## src/rtl/capture_pkg.sv

```systemverilog
// Shared types and helpers for the capture packer.
package capture_pkg;

    typedef enum logic [1:0] {
        CAP_IDLE,
        CAP_FILL,
        CAP_DONE
    } cap_state_t;

    localparam logic [15:0] HEADER_MAGIC = 16'hCA9E;

    // Sign-extend the low 'width' bits of raw to a full 16-bit sample.
    function automatic logic [15:0] sext16(input logic [15:0] raw, input int width);
        logic signed [15:0] t;
        t = $signed(raw << (16 - width));
        return t >>> (16 - width);
    endfunction

endpackage

```

## src/rtl/capture_decimator.sv

```systemverilog
// Keeps one of every (code+1) valid samples; code is latched at arm.
module capture_decimator #(
    parameter int DECIM_WIDTH = 26
) (
    input  logic                   clk,
    input  logic                   rst_i,
    input  logic                   load,
    input  logic [DECIM_WIDTH-1:0] code,
    input  logic                   run,
    input  logic                   valid,
    output logic                   take
);

    logic [DECIM_WIDTH-1:0] code_q;
    logic [DECIM_WIDTH-1:0] cnt;

    assign take = run && valid && (cnt == '0);

    always_ff @(posedge clk) begin
        if (rst_i) begin
            code_q <= '0;
            cnt    <= '0;
        end else if (load) begin
            code_q <= code;
            cnt    <= '0;
        end else if (run && valid) begin
            cnt <= take ? code_q : cnt - 1'b1;
        end
    end

endmodule

```

## src/rtl/capture_packer.sv

```systemverilog
// Decimates paired ADC samples, packs two pairs per 64-bit word, streams a capture.
// CAPTURE_HEADER_EN: word 0 of each capture is a header instead of sample data.
module capture_packer
    import capture_pkg::*;
#(
    parameter int ADC_DATA_WIDTH = 14,
    parameter int DECIM_WIDTH    = 26,
    parameter int CAPTURE_WORDS  = 2048,
    parameter int ADDR_WIDTH     = 32
) (
    input  logic                      clk,
    input  logic                      rst_i,
    input  logic                      arm_i,
    input  logic [DECIM_WIDTH-1:0]    decimation_code_i,
    input  logic                      sample_valid_i,
    input  logic [ADC_DATA_WIDTH-1:0] sample_a_i,
    input  logic [ADC_DATA_WIDTH-1:0] sample_b_i,
    output logic [63:0]               data_o,
    output logic                      valid_o,
    input  logic                      ready_i,
    output logic [ADDR_WIDTH-1:0]     addr_o,
    output logic                      busy_o,
    output logic                      done_o,
    output logic                      overflow_o
);

    localparam logic [ADDR_WIDTH-1:0] LAST_ADDR = ADDR_WIDTH'(CAPTURE_WORDS - 1);

    cap_state_t state;
    cap_state_t state_next;

    logic                  arm_q;
    logic                  arm_rise;
    logic                  start;
    logic                  accept;
    logic                  room;
    logic                  run;
    logic                  take;
    logic                  half;
    logic                  final_in;
    logic [31:0]           lo;
    logic [15:0]           a16;
    logic [15:0]           b16;
    logic [ADDR_WIDTH-1:0] cnt;
    logic [ADDR_WIDTH-1:0] next_addr;

    assign arm_rise  = arm_i && !arm_q;
    assign start     = arm_rise && (state != CAP_FILL);
    assign accept    = valid_o && ready_i;
    assign room      = !valid_o || ready_i;
    assign run       = (state == CAP_FILL) && !final_in;
    assign a16       = sext16(16'(sample_a_i), ADC_DATA_WIDTH);
    assign b16       = sext16(16'(sample_b_i), ADC_DATA_WIDTH);
    assign next_addr = accept ? cnt + 1'b1 : cnt;
    assign busy_o    = (state == CAP_FILL);
    assign done_o    = (state == CAP_DONE);

    capture_decimator #(
        .DECIM_WIDTH(DECIM_WIDTH)
    ) u_decim (
        .clk  (clk),
        .rst_i(rst_i),
        .load (start),
        .code (decimation_code_i),
        .run  (run),
        .valid(sample_valid_i),
        .take (take)
    );

    // Tracking arm during reset too keeps a held-high arm from looking like an edge.
    always_ff @(posedge clk) begin
        arm_q <= arm_i;
        if (rst_i) begin
            state <= CAP_IDLE;
        end else begin
            state <= state_next;
        end
    end

    always_comb begin
        state_next = state;
        unique case (state)
            CAP_IDLE, CAP_DONE: begin
                if (arm_rise) begin
                    state_next = CAP_FILL;
                end
            end
            CAP_FILL: begin
                if (accept && addr_o == LAST_ADDR) begin
                    state_next = CAP_DONE;
                end
            end
            default: state_next = CAP_IDLE;
        endcase
    end

    always_ff @(posedge clk) begin
        if (rst_i) begin
            data_o     <= '0;
            valid_o    <= 1'b0;
            addr_o     <= '0;
            overflow_o <= 1'b0;
            cnt        <= '0;
            half       <= 1'b0;
            final_in   <= 1'b0;
            lo         <= '0;
        end else if (start) begin
            cnt        <= '0;
            half       <= 1'b0;
            final_in   <= 1'b0;
            overflow_o <= 1'b0;
            lo         <= '0;
            addr_o     <= '0;
`ifdef CAPTURE_HEADER_EN
            data_o     <= {HEADER_MAGIC, 6'b0, 26'(decimation_code_i),
                           16'(CAPTURE_WORDS - 1)};
            valid_o    <= 1'b1;
`else
            valid_o    <= 1'b0;
`endif
        end else begin
            if (accept) begin
                cnt     <= cnt + 1'b1;
                valid_o <= 1'b0;
            end
            if (take) begin
                half <= !half;
                if (!half) begin
                    lo <= {b16, a16};
                end else if (room) begin
                    data_o   <= {b16, a16, lo};
                    valid_o  <= 1'b1;
                    addr_o   <= next_addr;
                    final_in <= (next_addr == LAST_ADDR);
                end else begin
                    // Output still held: drop the word, address stream stays gap-free.
                    overflow_o <= 1'b1;
                end
            end
        end
    end

endmodule

```

## config.mk

```make
export PLATFORM = sky130hd
export DESIGN_NAME = capture_packer
export DESIGN_NICKNAME = d
export VERILOG_FILES = /design/src/rtl/capture_pkg.sv /design/src/rtl/capture_decimator.sv /design/src/rtl/capture_packer.sv
export SDC_FILE = /design/constraint.sdc
export NUM_CORES = 1
export LEC_CHECK = 0
export CORE_MARGIN = 5
export CORE_UTILIZATION = 40
export CTS_CLUSTER_SIZE = 25
export DETAILED_ROUTE_END_ITERATION = 16
export DONT_BUFFER_PORTS = 1
export PLACE_DENSITY_LB_ADDON = 0.12
export REMOVE_ABC_BUFFERS = 1
export SLEW_MARGIN = 30
export SYNTH_ARGS = -nofsm -noshare
export SYNTH_HDL_FRONTEND = slang
export SYNTH_SLANG_ARGS = --single-unit
```

## constraint.sdc

```tcl
create_clock -name clk -period 3 [get_ports clk]
set_input_delay 0.6 -clock clk [delete_from_list [all_inputs] [get_ports clk]]
set_output_delay 0.6 -clock clk [all_outputs]
set_load 0.02 [all_outputs]
```

==> results.ini, run 1 <==
[outcome]
status=finished, final reports clean

[final_layout]
drive_gt1_frac=0.06570
final_area_sq_mm=0.009368
n_antenna_cell=0
stdcell_count=1310
multi_input_area_sq_mm=0.003859
fillCellCount=2069
nNetsFinal=1081
area_growth_pct=11.91
seqCellArea_sq_mm=0.004144

[placement]
hpwl_microns=14270
post_dp_cell_area_sq_mm=0.008583
io_buffers=0
gp_congestion=0.8679
dp_cells=1269
dp_slack_ns=0.4049

[global_routing]
grt_pass1_vias=6712
grt_max_degree=120
grt_overflow_total=0
grt_pass1_wl_microns=35430
grt_use_total=0.1754
antenna_found_initial=0

[timing]
finalHoldViolations=0
fin_crit_ns=2.531
tightest_slew_ns=0.6759
setup_viol=0
skew_ns=0.008935
slew_violations=0
fmax_ghz=0.3950
final.setup.worst_slack_ns=0.4686
period_share=0.8438
rsz0062_at_grt=no
slew_headroom=0.5494

[worst_setup_path]
critPathKind=reg -> reg
startpoint_type=flip-flop
cp.arrival_ns=2.96
cp_max_fo=7
required_ns=3.43
endpoint_kind=flip-flop

[cts]
cts.clk_slew.worst_paths_ns=0.06
cts-htree-levels=1
clock_sinks=207
cts_tree=done
cts_inserted_buffers=23
clkLatencyLatePin_ns=0.49
ctsResizeCount=0
cts_setup_buffers=0
cts_hold_buf=0
cts_root_buffer=clkbuf_16
clockBufferDepth=3

[drt]
ant_nets=0
vias=6892
first_pass_iters=4
via_per_inst=5.261
wl_per_cell_microns=16.58
route.detailed.drc=0
first_iter_violations=330
wl_microns=21720

[power]
power.switching_mw=1.386
clockPowerShare=0.469
p_per_area_mw_per_mm2=651.8
pwr-share-comb=0.068
p_leak_nw=3.082
switching_share=0.2270
internal_power_mw=4.720
peakVddDrop_mv=0.4047
seqPwrFrac=0.464

[floorplan]
io_pins=159
core_sq_mm=0.02082
die_height_microns=154.7
fp-row-count=53
die_w_microns=154.7
start_util=0.4020
die-area_sq_mm=0.02392

[synthesis]
synth_edf_count=0
synth_top_cell_by_area=dfxtp_1
synth_common_cells=258 x nand2_1, 207 x dfxtp_1, 134 x a21oi_1
synth.distinct_cells=51
synth_most_common_cell=nand2_1
ys.flop_type=dfxtp_1
syn_area_per_cell_sq_um=7.972
synthesis.instances=1050
yosysWarnings=0
synth-seq-cells=207
async_flop_share=0
ys_seq_area_frac=0.4951
synth_area_sq_mm=0.008371
synth_area_leaders=dfxtp_1 50%, nand2_1 12%, a21oi_1 8.0%
synth.top_cell.area_share=0.4951

[min_path]
worstHoldPathType=in -> reg

[flow_run]
maxCapViolCount=0

==> cell type report <==
class | instances | area share
clock inverters | 6 | 0.008949
clock buffers | 35 | 0.07480
repair buffers | 20 | 0.02003
well taps | 275 | 0.03673
multi-input cells | 754 | 0.4119
flip-flops and latches | 207 | 0.4424
inverters | 13 | 0.005209
==> layer usage <==
layer  GRT usage  up-vias  wire, microns
met5           0        -              0
met4     0.04878        0            532
met3     0.04813       36           1420
met2      0.2918      154          10130
met1      0.2243     3194           9633
li1            -     3508              -
==> stage by stage <==
| step | power (mW) | TNS [ns] | util | hold WS, ns |
|---|---|---|---|---|
| global placement | 3.305 | 0 | 0.4122 | 0.4338 |
| detailed placement | 3.309 | 0 | 0.4122 | 0.4371 |
| finish | 6.105 | 0 | 0.4499 | 0.1322 |
| global route | 6.372 | 0 | 0.4499 | 0.1045 |
| CTS | 6.187 | 0 | 0.4499 | 0.1087 |
| floorplan | 3.180 | -440.83 | - | 0.4260 |
==> cells in the final DEF (no fill, tap or decap), drive strengths merged, types with 3 or more instances in the layout <==
cell type  instances
nand2            258
dfxtp            207
a21oi            134
nor2             110
a211oi            37
clkbuf            35
o21ai             26
nand4             21
nand3             20
buf               20
xor2              16
nor4              16
nor3              15
xnor2             15
inv               13
and3               9
nand2b             9
and4               6
a221oi             5
a22oi              4
o22ai              4
nand3b             4
o31ai              4
a31oi              4
clkinv             4
and2               3
nor3b              3
or4                3
nand4b             3
ha                 3
==> power by group through the flow <==
stage / clock network (mW) / logic, mW / registers [mW]
after detailed placement: 0 / 0.418 / 2.89
final: 2.86 / 0.413 / 2.83
after CTS: 2.94 / 0.418 / 2.83
after global placement: 0 / 0.414 / 2.89
after global routing: 3.06 / 0.474 / 2.84
after floorplan: 0 / 0.299 / 2.88
==> cells by family after synthesis <==
group / share of synthesized area
multiplexers: 0.001196
adder cells (fa/ha/maj): 0.004485
buffers and inverters: 0.04813
flip-flops: 0.4951
AO/OA/AOI/OAI: 0.1607
AND/OR/NAND/NOR: 0.2580
XOR/XNOR: 0.03244
==> sequential cells by signal, summed over array words and instances (netlist names), 2 cells and up <==
signal          flops
lo                 28
cnt                32
u_decim.code_q     26
addr_o             32
u_decim.cnt        26
state               2
data_o             56
==> worst max-delay path, cell delays in order (launching register included) <==
cell and delay (ns):
dfxtp_1 0.45, nand4_1 0.29, nor3_1 0.60, nand4_1 0.21, xor2_1 0.32, nand4_1 0.19
nor4_2 0.26, a22o_1 0.14
==> final timing paths <==
check	startpoint	end	slack, ns	cells after the start
setup reg to reg	cnt[2]	final_in	0.47	7
hold / removal	arm_i	arm_q	0.13	0
hold reg to reg	lo[0]	data_o[0]	0.45	2
setup / recovery	cnt[2]	final_in	0.47	7
Power figures use the tool's default switching activity.
==> inputs of run 2 (changes only) <==
clock period = 2.5 ns   (was 3 ns; I/O delays follow)
==> run 2 against run 1 <==
Combinational power grew 28%. Via count grew 1.4%. Clock-buffer cell count shrank 1. Highest routed layer unchanged.
==> results.ini, run 2 (synthesis gave the netlist of run 1 again) <==
[power]
seqPwrFrac=0.455  ; -0.009
pwr-share-comb=0.071  ; +0.003
clockPowerShare=0.474  ; +0.005
peakVddDrop_mv=0.4883  ; +21%
internal_power_mw=5.755  ; +22%
p_leak_nw=3.227  ; +4.7%
power.switching_mw=1.717  ; +24%
switching_share=0.2298  ; +0.002772
p_per_area_mw_per_mm2=774.2  ; +19%

[drt]
ant_nets=0  ; unchanged
wl_microns=21870  ; +0.67%
wl_per_cell_microns=16.40  ; -1.1%
vias=6989  ; +1.4%
first_iter_violations=392  ; +19%
route.detailed.drc=0  ; unchanged
via_per_inst=5.243  ; -0.34%
first_pass_iters=5  ; +1

[worst_setup_path]
crit_path_cell_trace=or4_4 -> or4_1 -> nor2_1 -> nand2_1 -> nor4_2 -> mux2i_1 -> a31oi_1
cp_max_fo=7  ; unchanged
crit_slowest_cell=or4_4
crit_family=simple AND/OR/NAND/NOR gates
required_ns=2.86  ; -0.57 ns
startpoint_type=flip-flop
cp.arrival_ns=2.73  ; -0.23 ns
critPathKind=reg -> reg
slowest_delay_ns=0.58  ; -0.02 ns
endpoint_kind=flip-flop
path_buf_inv=0  ; unchanged

[global_routing]
antenna_found_initial=0  ; unchanged
grt_pass1_vias=6509  ; -3.0%
grt_pass1_wl_microns=34930  ; -1.4%
grt_use_total=0.1747  ; -0.0006684
grt_max_degree=120  ; unchanged
grt_overflow_total=0  ; unchanged

[cts]
cts_root_buffer=clkbuf_16
clkLatencyLatePin_ns=0.50  ; about the same
clock_sinks=207  ; unchanged
cts_inserted_buffers=24  ; +4.3%
cts-htree-levels=1  ; unchanged
cts.clk_slew.worst_paths_ns=0.06  ; about the same
cts_tree=done
clockBufferDepth=3  ; unchanged

[final_layout]
area_growth_pct=15.31
final_common_cell=nand2_1
final_cell_mix=258 x nand2_1, 205 x dfxtp_1, 134 x a21oi_1
largest_reg_flops=56  ; unchanged
stdcell_count=1333  ; +1.8%
nNetsFinal=1105  ; +2.2%
fillCellCount=2086  ; +0.82%
top_register=data_o
n_antenna_cell=0  ; unchanged
top_regs=data_o x56, addr_o x32, cnt x32
drive_gt1_frac=0.09452  ; +0.02882

[timing]
fmax_ghz=0.4229  ; +7.1%
fin_crit_ns=2.364  ; -0.1669 ns
slew_violations=0  ; unchanged
finalHoldViolations=0  ; unchanged
skew_ns=0.009446  ; +0.0005109 ns
tns_ns=0  ; unchanged
setup_viol=0  ; unchanged
tightest_slew_ns=0.6421  ; -0.03389 ns
fin_hold_ws_ns=0.06429  ; -0.06786 ns
slew_headroom=0.5711  ; +0.02171
period_share=0.9458  ; +0.1020

[floorplan]
start_util=0.4020  ; unchanged
io_pins=159  ; unchanged
die_height_microns=154.7  ; unchanged
fp-row-count=53  ; unchanged
die_w_microns=154.7  ; unchanged
core_sq_mm=0.02082  ; unchanged
die-area_sq_mm=0.02392  ; unchanged

[placement]
gp_congestion=0.8276  ; -4.6%
dp_cells=1290  ; +1.7%
io_buffers=0  ; unchanged
hpwl_microns=14370  ; +0.67%

[min_path]
worstHoldPathType=in -> reg

[flow_run]
maxCapViolCount=0  ; unchanged

[outcome]
status=finished, final reports clean

==> run 2: cell type report <==
| cell class | count | area, sq um | share of cell area |
|---|---|---|---|
| Sequential cell | 207 | 4146 | 0.4296 |
| Multi-Input combinational cell | 754 | 3901 | 0.4042 |
| Clock buffer | 34 | 719.4 | 0.07454 |
| Timing Repair Buffer | 43 | 400.4 | 0.04148 |
| Tap cell | 275 | 344.1 | 0.03565 |
| Clock inverter | 7 | 91.34 | 0.009463 |
| Inverter | 13 | 48.80 | 0.005056 |
==> run 2: metal layers <==
| metal | track usage | vias to the layer above | routed length [microns] |
|---|---|---|---|
| met2 | 0.2833 | 154 | 10050 |
| li1 | - | 3571 | - |
| met5 | 0 | - | 0 |
| met1 | 0.2348 | 3230 | 10040 |
| met3 | 0.04225 | 34 | 1332 |
| met4 | 0.04458 | 0 | 439 |
==> run 2: timing repair <==
item                                   CTS  global route
gates resized for setup                  0            11
hold buffers                             1             0
buffers inserted                         0             1
setup endpoints to repair                0            72
endpoints found under the hold margin    1             0
==> run 2: stage by stage <==
stage / utilization / power, mW / cell area (sq um) / setup slack (ns)
2_1_floorplan: - / 3.816 / 8016 / -4.259
3_3_place_gp: 0.4216 / 3.988 / 8778 / 0.07359
3_5_place_dp: 0.4216 / 3.991 / 8778 / 0.04966
4_1_cts: 0.4610 / 7.561 / 9599 / 0.03242
5_1_grt: 0.4635 / 7.779 / 9652 / -0.004033
6_report: 0.4635 / 7.472 / 9652 / 0.1355
==> run 2: path summary, 6_finish.rpt <==
path	cells past startpoint	slack (ns)	startpoint	endpoint
max	7	0.14	u_decim.cnt[8]	u_decim.cnt[25]
min	1	0.06	rst_i	u_decim.code_q[5]
max reg2reg	7	0.14	u_decim.cnt[8]	u_decim.cnt[25]
min reg2reg	2	0.45	lo[0]	data_o[0]
==> run 2: power groups by stage <==
stage | clock [mW] | combinational (mW) | sequential (mW)
2_1_floorplan | 0 | 0.359 | 3.46
3_3_place_gp | 0 | 0.521 | 3.47
3_5_place_dp | 0 | 0.524 | 3.47
4_1_cts | 3.64 | 0.528 | 3.40
5_1_grt | 3.78 | 0.600 | 3.40
6_report | 3.55 | 0.530 | 3.40
